==> src/rtl/port_r_serializer_n.sv <==
// port_r_serializer_n
//
// Turns a group of up to NUM_ENTRIES parallel words into a stream of single
// words on the sout port. The words of a group always come out in ascending
// entry-index order.
//
// IDLE  : the lowest-index valid entry is passed straight through with no
//         latency. On the clock edge, every valid entry that was not consumed
//         is captured into its slot. If any slot is captured, the block moves
//         to DRAIN.
// DRAIN : captured slots are emitted lowest index first. Entry inputs are
//         ignored and freeze_inputs asks upstream to hold. The block returns
//         to IDLE when the last slot is accepted.
//
// Handshake: a word transfers on a rising edge where sout_valid and
// sout_ready are both 1. sout_valid never depends on sout_ready. In DRAIN,
// when sout_ready is 0, the presented word and every slot stay unchanged.
//
// Ports
//   clk          : clock; all state changes on the rising edge
//   reset_n      : asynchronous active-low reset
//   entry_data   : NUM_ENTRIES*WIDTH; entry i is at [i*WIDTH +: WIDTH]
//   entry_valid  : NUM_ENTRIES; bit i qualifies entry i
//   sout_ready   : downstream accepts the sout word this cycle
//   sout_data    : serialized word
//   sout_valid   : sout_data is valid
//   sout_index   : source entry index of sout_data
//   sout_last    : sout word is the final word of its group
//   freeze_inputs: high while draining; upstream must hold its entries
//   fsm_state    : debug view of the state register (0 IDLE, 1 DRAIN)
module port_r_serializer_n #(
    parameter int WIDTH       = 8,
    parameter int NUM_ENTRIES = 3,
    localparam int IDX_W      = (NUM_ENTRIES > 1) ? $clog2(NUM_ENTRIES) : 1
) (
    input  logic                         clk,
    input  logic                         reset_n,
    input  logic [NUM_ENTRIES*WIDTH-1:0] entry_data,
    input  logic [NUM_ENTRIES-1:0]       entry_valid,
    input  logic                         sout_ready,
    output logic [WIDTH-1:0]             sout_data,
    output logic                         sout_valid,
    output logic [IDX_W-1:0]             sout_index,
    output logic                         sout_last,
    output logic                         freeze_inputs,
    output logic [0:0]                   fsm_state
);

    localparam logic [0:0] IDLE  = 1'b0;
    localparam logic [0:0] DRAIN = 1'b1;

    logic [0:0]             state;
    logic [WIDTH-1:0]       slot_data [NUM_ENTRIES];
    logic [NUM_ENTRIES-1:0] pending;
    // Index of the final word of the group in flight. In DRAIN, sout_last
    // means the presented slot is this one.
    logic [IDX_W-1:0]       group_last;

    logic [NUM_ENTRIES-1:0] src_mask;
    logic                   sel_found;
    logic [IDX_W-1:0]       sel_idx;
    logic [WIDTH-1:0]       sel_data;
    logic [NUM_ENTRIES-1:0] sel_onehot;
    logic [NUM_ENTRIES-1:0] load_mask;
    logic [IDX_W-1:0]       load_hi;
    logic                   last_word;

    always_comb begin
        src_mask   = (state == DRAIN) ? pending : entry_valid;
        sel_found  = 1'b0;
        sel_idx    = '0;
        sel_data   = '0;
        sel_onehot = '0;
        // Scan downward so that the lowest set index is the one that remains.
        for (int i = NUM_ENTRIES - 1; i >= 0; i--) begin
            if (src_mask[i]) begin
                sel_found  = 1'b1;
                sel_idx    = IDX_W'(i);
                sel_data   = (state == DRAIN) ? slot_data[i] : entry_data[i*WIDTH +: WIDTH];
                sel_onehot = NUM_ENTRIES'(1) << i;
            end
        end

        // In IDLE, the presented entry is consumed only when sout_ready is 1.
        load_mask = entry_valid & ~(sout_ready ? sel_onehot : '0);
        load_hi   = '0;
        for (int i = 0; i < NUM_ENTRIES; i++) begin
            if (load_mask[i]) load_hi = IDX_W'(i);
        end

        if (state == DRAIN) begin
            last_word = (sel_idx == group_last);
        end else begin
            last_word = ((entry_valid & (entry_valid - NUM_ENTRIES'(1))) == '0);
        end
    end

    // reset_n gates the outputs directly. While reset is held, IDLE
    // pass-through must not show the entry inputs.
    assign sout_valid    = reset_n & sel_found;
    assign sout_data     = sout_valid ? sel_data : '0;
    assign sout_index    = sout_valid ? sel_idx : '0;
    assign sout_last     = sout_valid & last_word;
    assign freeze_inputs = (state == DRAIN);
    assign fsm_state     = state;

    always_ff @(posedge clk or negedge reset_n) begin
        if (!reset_n) begin
            state      <= IDLE;
            pending    <= '0;
            group_last <= '0;
            for (int i = 0; i < NUM_ENTRIES; i++) slot_data[i] <= '0;
        end else if (state == IDLE) begin
            pending <= load_mask;
            for (int i = 0; i < NUM_ENTRIES; i++) begin
                slot_data[i] <= load_mask[i] ? entry_data[i*WIDTH +: WIDTH] : '0;
            end
            if (|load_mask) begin
                state      <= DRAIN;
                group_last <= load_hi;
            end
        end else if (sout_ready) begin
            pending <= pending & ~sel_onehot;
            // Slots that are not pending are kept at zero.
            for (int i = 0; i < NUM_ENTRIES; i++) begin
                if (sel_onehot[i]) slot_data[i] <= '0;
            end
            if ((pending & ~sel_onehot) == '0) begin
                state      <= IDLE;
                group_last <= '0;
            end
        end
    end

endmodule

==> config.mk <==
export PLATFORM = sky130hd
export DESIGN_NAME = port_r_serializer_n
export DESIGN_NICKNAME = d
export VERILOG_FILES = /design/src/rtl/port_r_serializer_n.sv
export SDC_FILE = /design/constraint.sdc
export NUM_CORES = 1
export LEC_CHECK = 0
export CORE_MARGIN = 2
export CORE_UTILIZATION = 44
export CTS_BUF_LIST = sky130_fd_sc_hd__clkbuf_8 sky130_fd_sc_hd__clkbuf_16
export CTS_CLUSTER_SIZE = 12
export DETAILED_ROUTE_END_ITERATION = 8
export PLACE_DENSITY = 0.8
export SETUP_SLACK_MARGIN = 0.4
export SYNTH_ARGS = -nofsm -noshare
export SYNTH_HDL_FRONTEND = slang
export SYNTH_SLANG_ARGS = --single-unit
==> constraint.sdc <==
create_clock -name clk -period 1.8 [get_ports clk]
set_input_delay 0.36 -clock clk [delete_from_list [all_inputs] [get_ports clk]]
set_output_delay 0.36 -clock clk [all_outputs]
set_load 0.02 [all_outputs]
# Word-level counts from Yosys, hierarchy flattened
# Cells that the tools add are included.
word_totals:
  inputBits: 30
  register_bits: 30
  wordCells: 68
  out_inout_bits: 14
classes:
  bitwise: 7
  n_mux: 40
  n_eq_ne: 6
  n_reduce_logical: 8
  n_addsub: 1
ops:
  columns: ["operator", "n"]
  rows:
  - ["$mux W8", 13]
  - ["$mux W24", 2]
  - ["$mux W3", 7]
  - ["$mux W2", 9]
  - ["$and A3 B3 Y3", 3]
  - ["$mux W1", 9]
  - ["$ne A2 B1 Y1 const B", 4]
  - ["$logic_not A3 Y1", 2]
  - ["$not A3 Y3", 2]
  - ["$reduce_and A2 Y1", 3]
  - ["$reduce_and A3 Y1", 1]
  - ["$reduce_or A3 Y1", 1]
  - ["$sub A3 B1 Y3 const B", 1]
  - ["$and A1 B1 Y1", 2]
  - ["$eq A2 B2 Y1", 1]
  - ["$ne A2 B2 Y1 const B", 1]
  - ["$reduce_bool A2 Y1", 1]

# Depth between registers and ports, before layout
# Gate-level depths: netlist of run 1.
depth:
  depth_word: 11
  ltp_mapped: 7
  mapped_depth_nobuf: 5

# Worst setup path before layout of run 1
# Ideal clock, no wire load.
synth_path:
  kind: "register -> output"
  from: "reg state, in the netlist freeze_inputs"
  to: "out sout_data[2]"
  t_required_ns: 1.440
  t_arrival_ns: 1.660
  path_slack_ns: -0.220
  stages_incl_launch_ff: 8
  cell_sequence: "dfrtp_1 buf_6 buf_2 clkbuf_1 nand2_1 o21ai_0 a221oi_1 a21oi_1"
synth_between:
  elab_chain_cells: 6
  elab_cells_between_ends: 12
  classes_between: "11 x mux; 1 x bitwise"
synth_lines:
  columns: ["item", "line_no", "source"]
  rows:
  - ["start, declared", "52", "logic [0:0] state;"]
  - ["start signal, assigned", "109", "state <= IDLE;"]
  - ["start signal, assigned", "119", "state <= DRAIN;"]
  - ["start signal, assigned", "129", "state <= IDLE;"]
  - ["$mux W3", "69", "src_mask = (state == DRAIN) ? pending : entry_valid;"]
  - ["$mux W1 (3 in a row)", "76", "if (src_mask[i]) begin"]
  - ["$and A1 B1 Y1", "100", "assign sout_valid = reset_n & sel_found;"]
  - ["$mux W8 (*)", "101", "assign sout_data = sout_valid ? sel_data : '0;"]
  - ["end, declared", "41", "output logic [WIDTH-1:0] sout_data,"]
# Every way passes the cells marked *; elsewhere a longest branch is shown, timed or not.

# Final worst setup path of run 1
layout_path:
  from: "reg state, in the netlist freeze_inputs"
  to: "out sout_last"
layout_between:
  elab_chain_cells: 7
  elab_cells_between_ends: 11
  classes_between: "1 x eq/ne; 8 x mux; 2 x bitwise"
layout_lines:
  columns: ["item", "line_no", "source"]
  rows:
  - ["$mux W3", "69", null]
  - ["$mux W2 (3 in a row)", "76", null]
  - ["$eq A2 B2 Y1", "92", "last_word = (sel_idx == group_last);"]
  - ["$mux W1", "91", "if (state == DRAIN) begin"]
  - ["$and A1 B1 Y1 (*)", "103", "assign sout_last = sout_valid & last_word;"]
  - ["end, declared", "44", "output logic sout_last,"]
# Marks and branches as above.

==> reports/results.tsv, run 1 <==
metric	value	unit
outcome	finished with violations	
violations	negative setup slack	
worst_slack	-0.4168	ns
clock_skew	0.006699	ns
ir_drop	939.0	uV
final_area	3166	um^2
end_kind	primary output	
fill_cells	255	
max_freq	451.1	MHz
wire_per_inst	16.48	um
num_vias	2104	
seq_area	753.2	um^2
slew_violations	0	
powerDensity	1406	nW/um^2
synth_area_leaders	dfrtp_1 (42%), nand2_1 (12%), o21ai_0 (7.5%), a21oi_1 (7.3%), inv_1 (4.0%)	
synthArstFlopShare	100.0	%
p_leak	1.452	nW
dieWidth	67.86	um
yosysUniqueCellTypes	37	
tritoncts	built	
post-route-min-period	2.217	ns
synth_ff_type	dfrtp_1	
synth-edff-count	0	
synth-seq-cells	30	
rsz0062_at_grt	true	
antenna_found_initial	0	
wl	6363	um
syn_to_final_growth	76.43	%
worstMarginPinSlew	0.3654	ns
synth.avg_cell_area	7.635	um^2
synth_top_area_share	41.84	%
vias_per_cell	5.451	
whs	0.5362	ns
yosysMostFrequentCell	nand2_1	
cap_violations	0	
finalHoldViolCount	0	
die_area	4604	um^2
cp.required	1.44	ns
grt_use_total	27.65	%
syn_area	1794	um^2
die_h	67.86	um
io_buffers	43	
gp_congestion	0.8500	
setup_violations	15	
dp_slack	-0.8792	ns
ys_top_cells_by_count	nand2_1 (55), dfrtp_1 (30), o21ai_0 (27)	
drive_gt1_share	40.77	%
drt_iter0_drc	214	
crit_type	reg2out	
grt_pass1_wl	9342	um
cts.htree.levels	2	
initial_core_util	45.18	%
arrival	1.86	ns
seq_area_frac_synth	41.84	%
ant_nets	0	
core_area	3971	um^2
grt_max_degree	25	
cts_buffers	5	
first_pass_iters	4	
crit_fanout	7	
worstHoldPathType	reg2reg	
cts_num_sinks	30	
dp_hpwl	3943	um
period_share	123.2	%
clk_latency	0.29	ns
n_antenna_cell	0	
root_buffer	clkbuf_8	
syn_nets	265	
crit_path_start_kind	register	
syn_inst	235	
drc	0	
grt_pass1_vias	1943	
rows	23	
holdBufCountCts	0	
slew_headroom	75.38	%
grt-ovfl-total	0	
nets	365	
place_area	2729	um^2
io-pin-count	44	
multi_input_area	1154	um^2
ctsLongestPathBuffers	2	
clk_pin_slew	0.07	ns
synth_top_cell_by_area	dfrtp_1	
yosys_warnings	0	
-- flip-flops by register name, indices dropped and copies added (netlist names) --
| signal | flops |
|---|---|
| slot_data | 24 |
| freeze_inputs | 1 |
| pending | 3 |
| group_last | 2 |
-- what timing repair did --
action                                 4_1_cts  5_1_grt
gates cloned                                 1        1
setup buffers                                7        3
pin swaps                                    5        8
setup endpoints to repair                   34       43
endpoints found under the hold margin        0        0
resized for setup                           91       53
-- cells in the final DEF (no fill, tap or decap), types with 3 or more instances in the layout --
cell,instances
a21oi_1,10
a21oi_2,14
a221oi_2,8
and2_4,3
buf_12,5
buf_4,49
buf_6,22
clkbuf_8,6
clkdlybuf4s50_1,26
dfrtp_1,28
inv_1,20
nand2_1,54
nand3_1,8
nor2_1,12
o21ai_0,17
o21ai_1,5
o21ai_2,7
-- worst max-delay path, stage by stage (launching register included) --
cell and delay, ns:
dfrtp_2 0.47, buf_6 0.14, or4b_4 0.48, nand3_4 0.13, inv_4 0.05, nand4_1 0.09
o21ai_2 0.08, buf_6 0.13
-- kinds of logic after synthesis --
family | count (synthesis) | share of synthesized area [%]
fa+ha+maj | 1 | 0.5579
buf+inv | 35 | 8.368
flops | 30 | 41.84
simple gates | 94 | 23.99
compound gates | 73 | 24.27
xor+xnor | 2 | 0.9765
-- path summary, 6_finish.rpt --
path	startpoint	end	slack (ns)	cells after the start
worst max-delay path	freeze_inputs$_DFF_PN0_	sout_last	-0.42	7
worst min-delay path	slot_data[2]$_DFFE_PN0P_	slot_data[2]$_DFFE_PN0P_	0.54	2
worst max register to register	freeze_inputs$_DFF_PN0_	freeze_inputs$_DFF_PN0_	-0.25	8
worst min register to register	slot_data[2]$_DFFE_PN0P_	slot_data[2]$_DFFE_PN0P_	0.54	2
max in group asynchronous	reset_n	freeze_inputs$_DFF_PN0_	0.65	3
min in group asynchronous	reset_n	slot_data[15]$_DFFE_PN0P_	0.58	2
-- per-stage QoR --
stage	power [W]	util, %	cells	setup TNS (ns)
4_1_cts	0.004088	74.73	382	-5.215
3_3_place_gp	0.003217	68.71	366	-11.64
5_1_grt	0.004678	79.71	386	-5.457
3_5_place_dp	0.003278	68.71	366	-12.50
2_1_floorplan	0.002232	-	235	-0.3011
6_report	0.004451	79.71	386	-4.755
-- cell type report --
cell class | instances | area share [%]
multi-input combinational | 170 | 36.44
timing repair buffer | 108 | 32.45
sequential | 30 | 23.79
clock buffer | 6 | 2.609
inverter | 20 | 2.451
tap | 50 | 1.976
clock inverter | 2 | 0.2767
-- where the power goes --
part,internal [W],total (W),switching [W]
combinational,0.00139,0.00278,0.00138
sequential,0.000925,0.00110,0.000171
clock,0.000303,0.000577,0.000274
-- metal layers --
metal	GRT usage, %	wire [um]	up-vias
met5	0	0	-
met4	8.250	136	0
met3	5.592	337	13
met2	47.30	3302	74
met1	35.36	2587	1019
li1	-	-	998
Power figures use the tool's default switching activity.
==> run 2: changes to the inputs <==
--- a/config.mk
+++ b/config.mk
@@ -5,6 +5,7 @@
 export SDC_FILE = /design/constraint.sdc
 export NUM_CORES = 1
 export LEC_CHECK = 0
+export CAP_MARGIN = 20
 export CORE_MARGIN = 2
 export CORE_UTILIZATION = 44
 export CTS_BUF_LIST = sky130_fd_sc_hd__clkbuf_8 sky130_fd_sc_hd__clkbuf_16
==> results of run 2 <==
Same layout as run 1: the final DEF is identical, and so are final timing and power.
==> run 3: changes to the inputs <==
--- a/config.mk
+++ b/config.mk
@@ -11,8 +11,10 @@
 export CTS_BUF_LIST = sky130_fd_sc_hd__clkbuf_8 sky130_fd_sc_hd__clkbuf_16
 export CTS_CLUSTER_SIZE = 12
 export DETAILED_ROUTE_END_ITERATION = 8
+export HOLD_SLACK_MARGIN = 0.08
 export PLACE_DENSITY = 0.8
 export SETUP_SLACK_MARGIN = 0.4
+export SLEW_MARGIN = 20
 export SYNTH_ARGS = -nofsm -noshare
 export SYNTH_HDL_FRONTEND = slang
 export SYNTH_SLANG_ARGS = --single-unit
==> results of run 3 <==
Same layout as run 1: the final DEF is identical, and so are final timing and power.
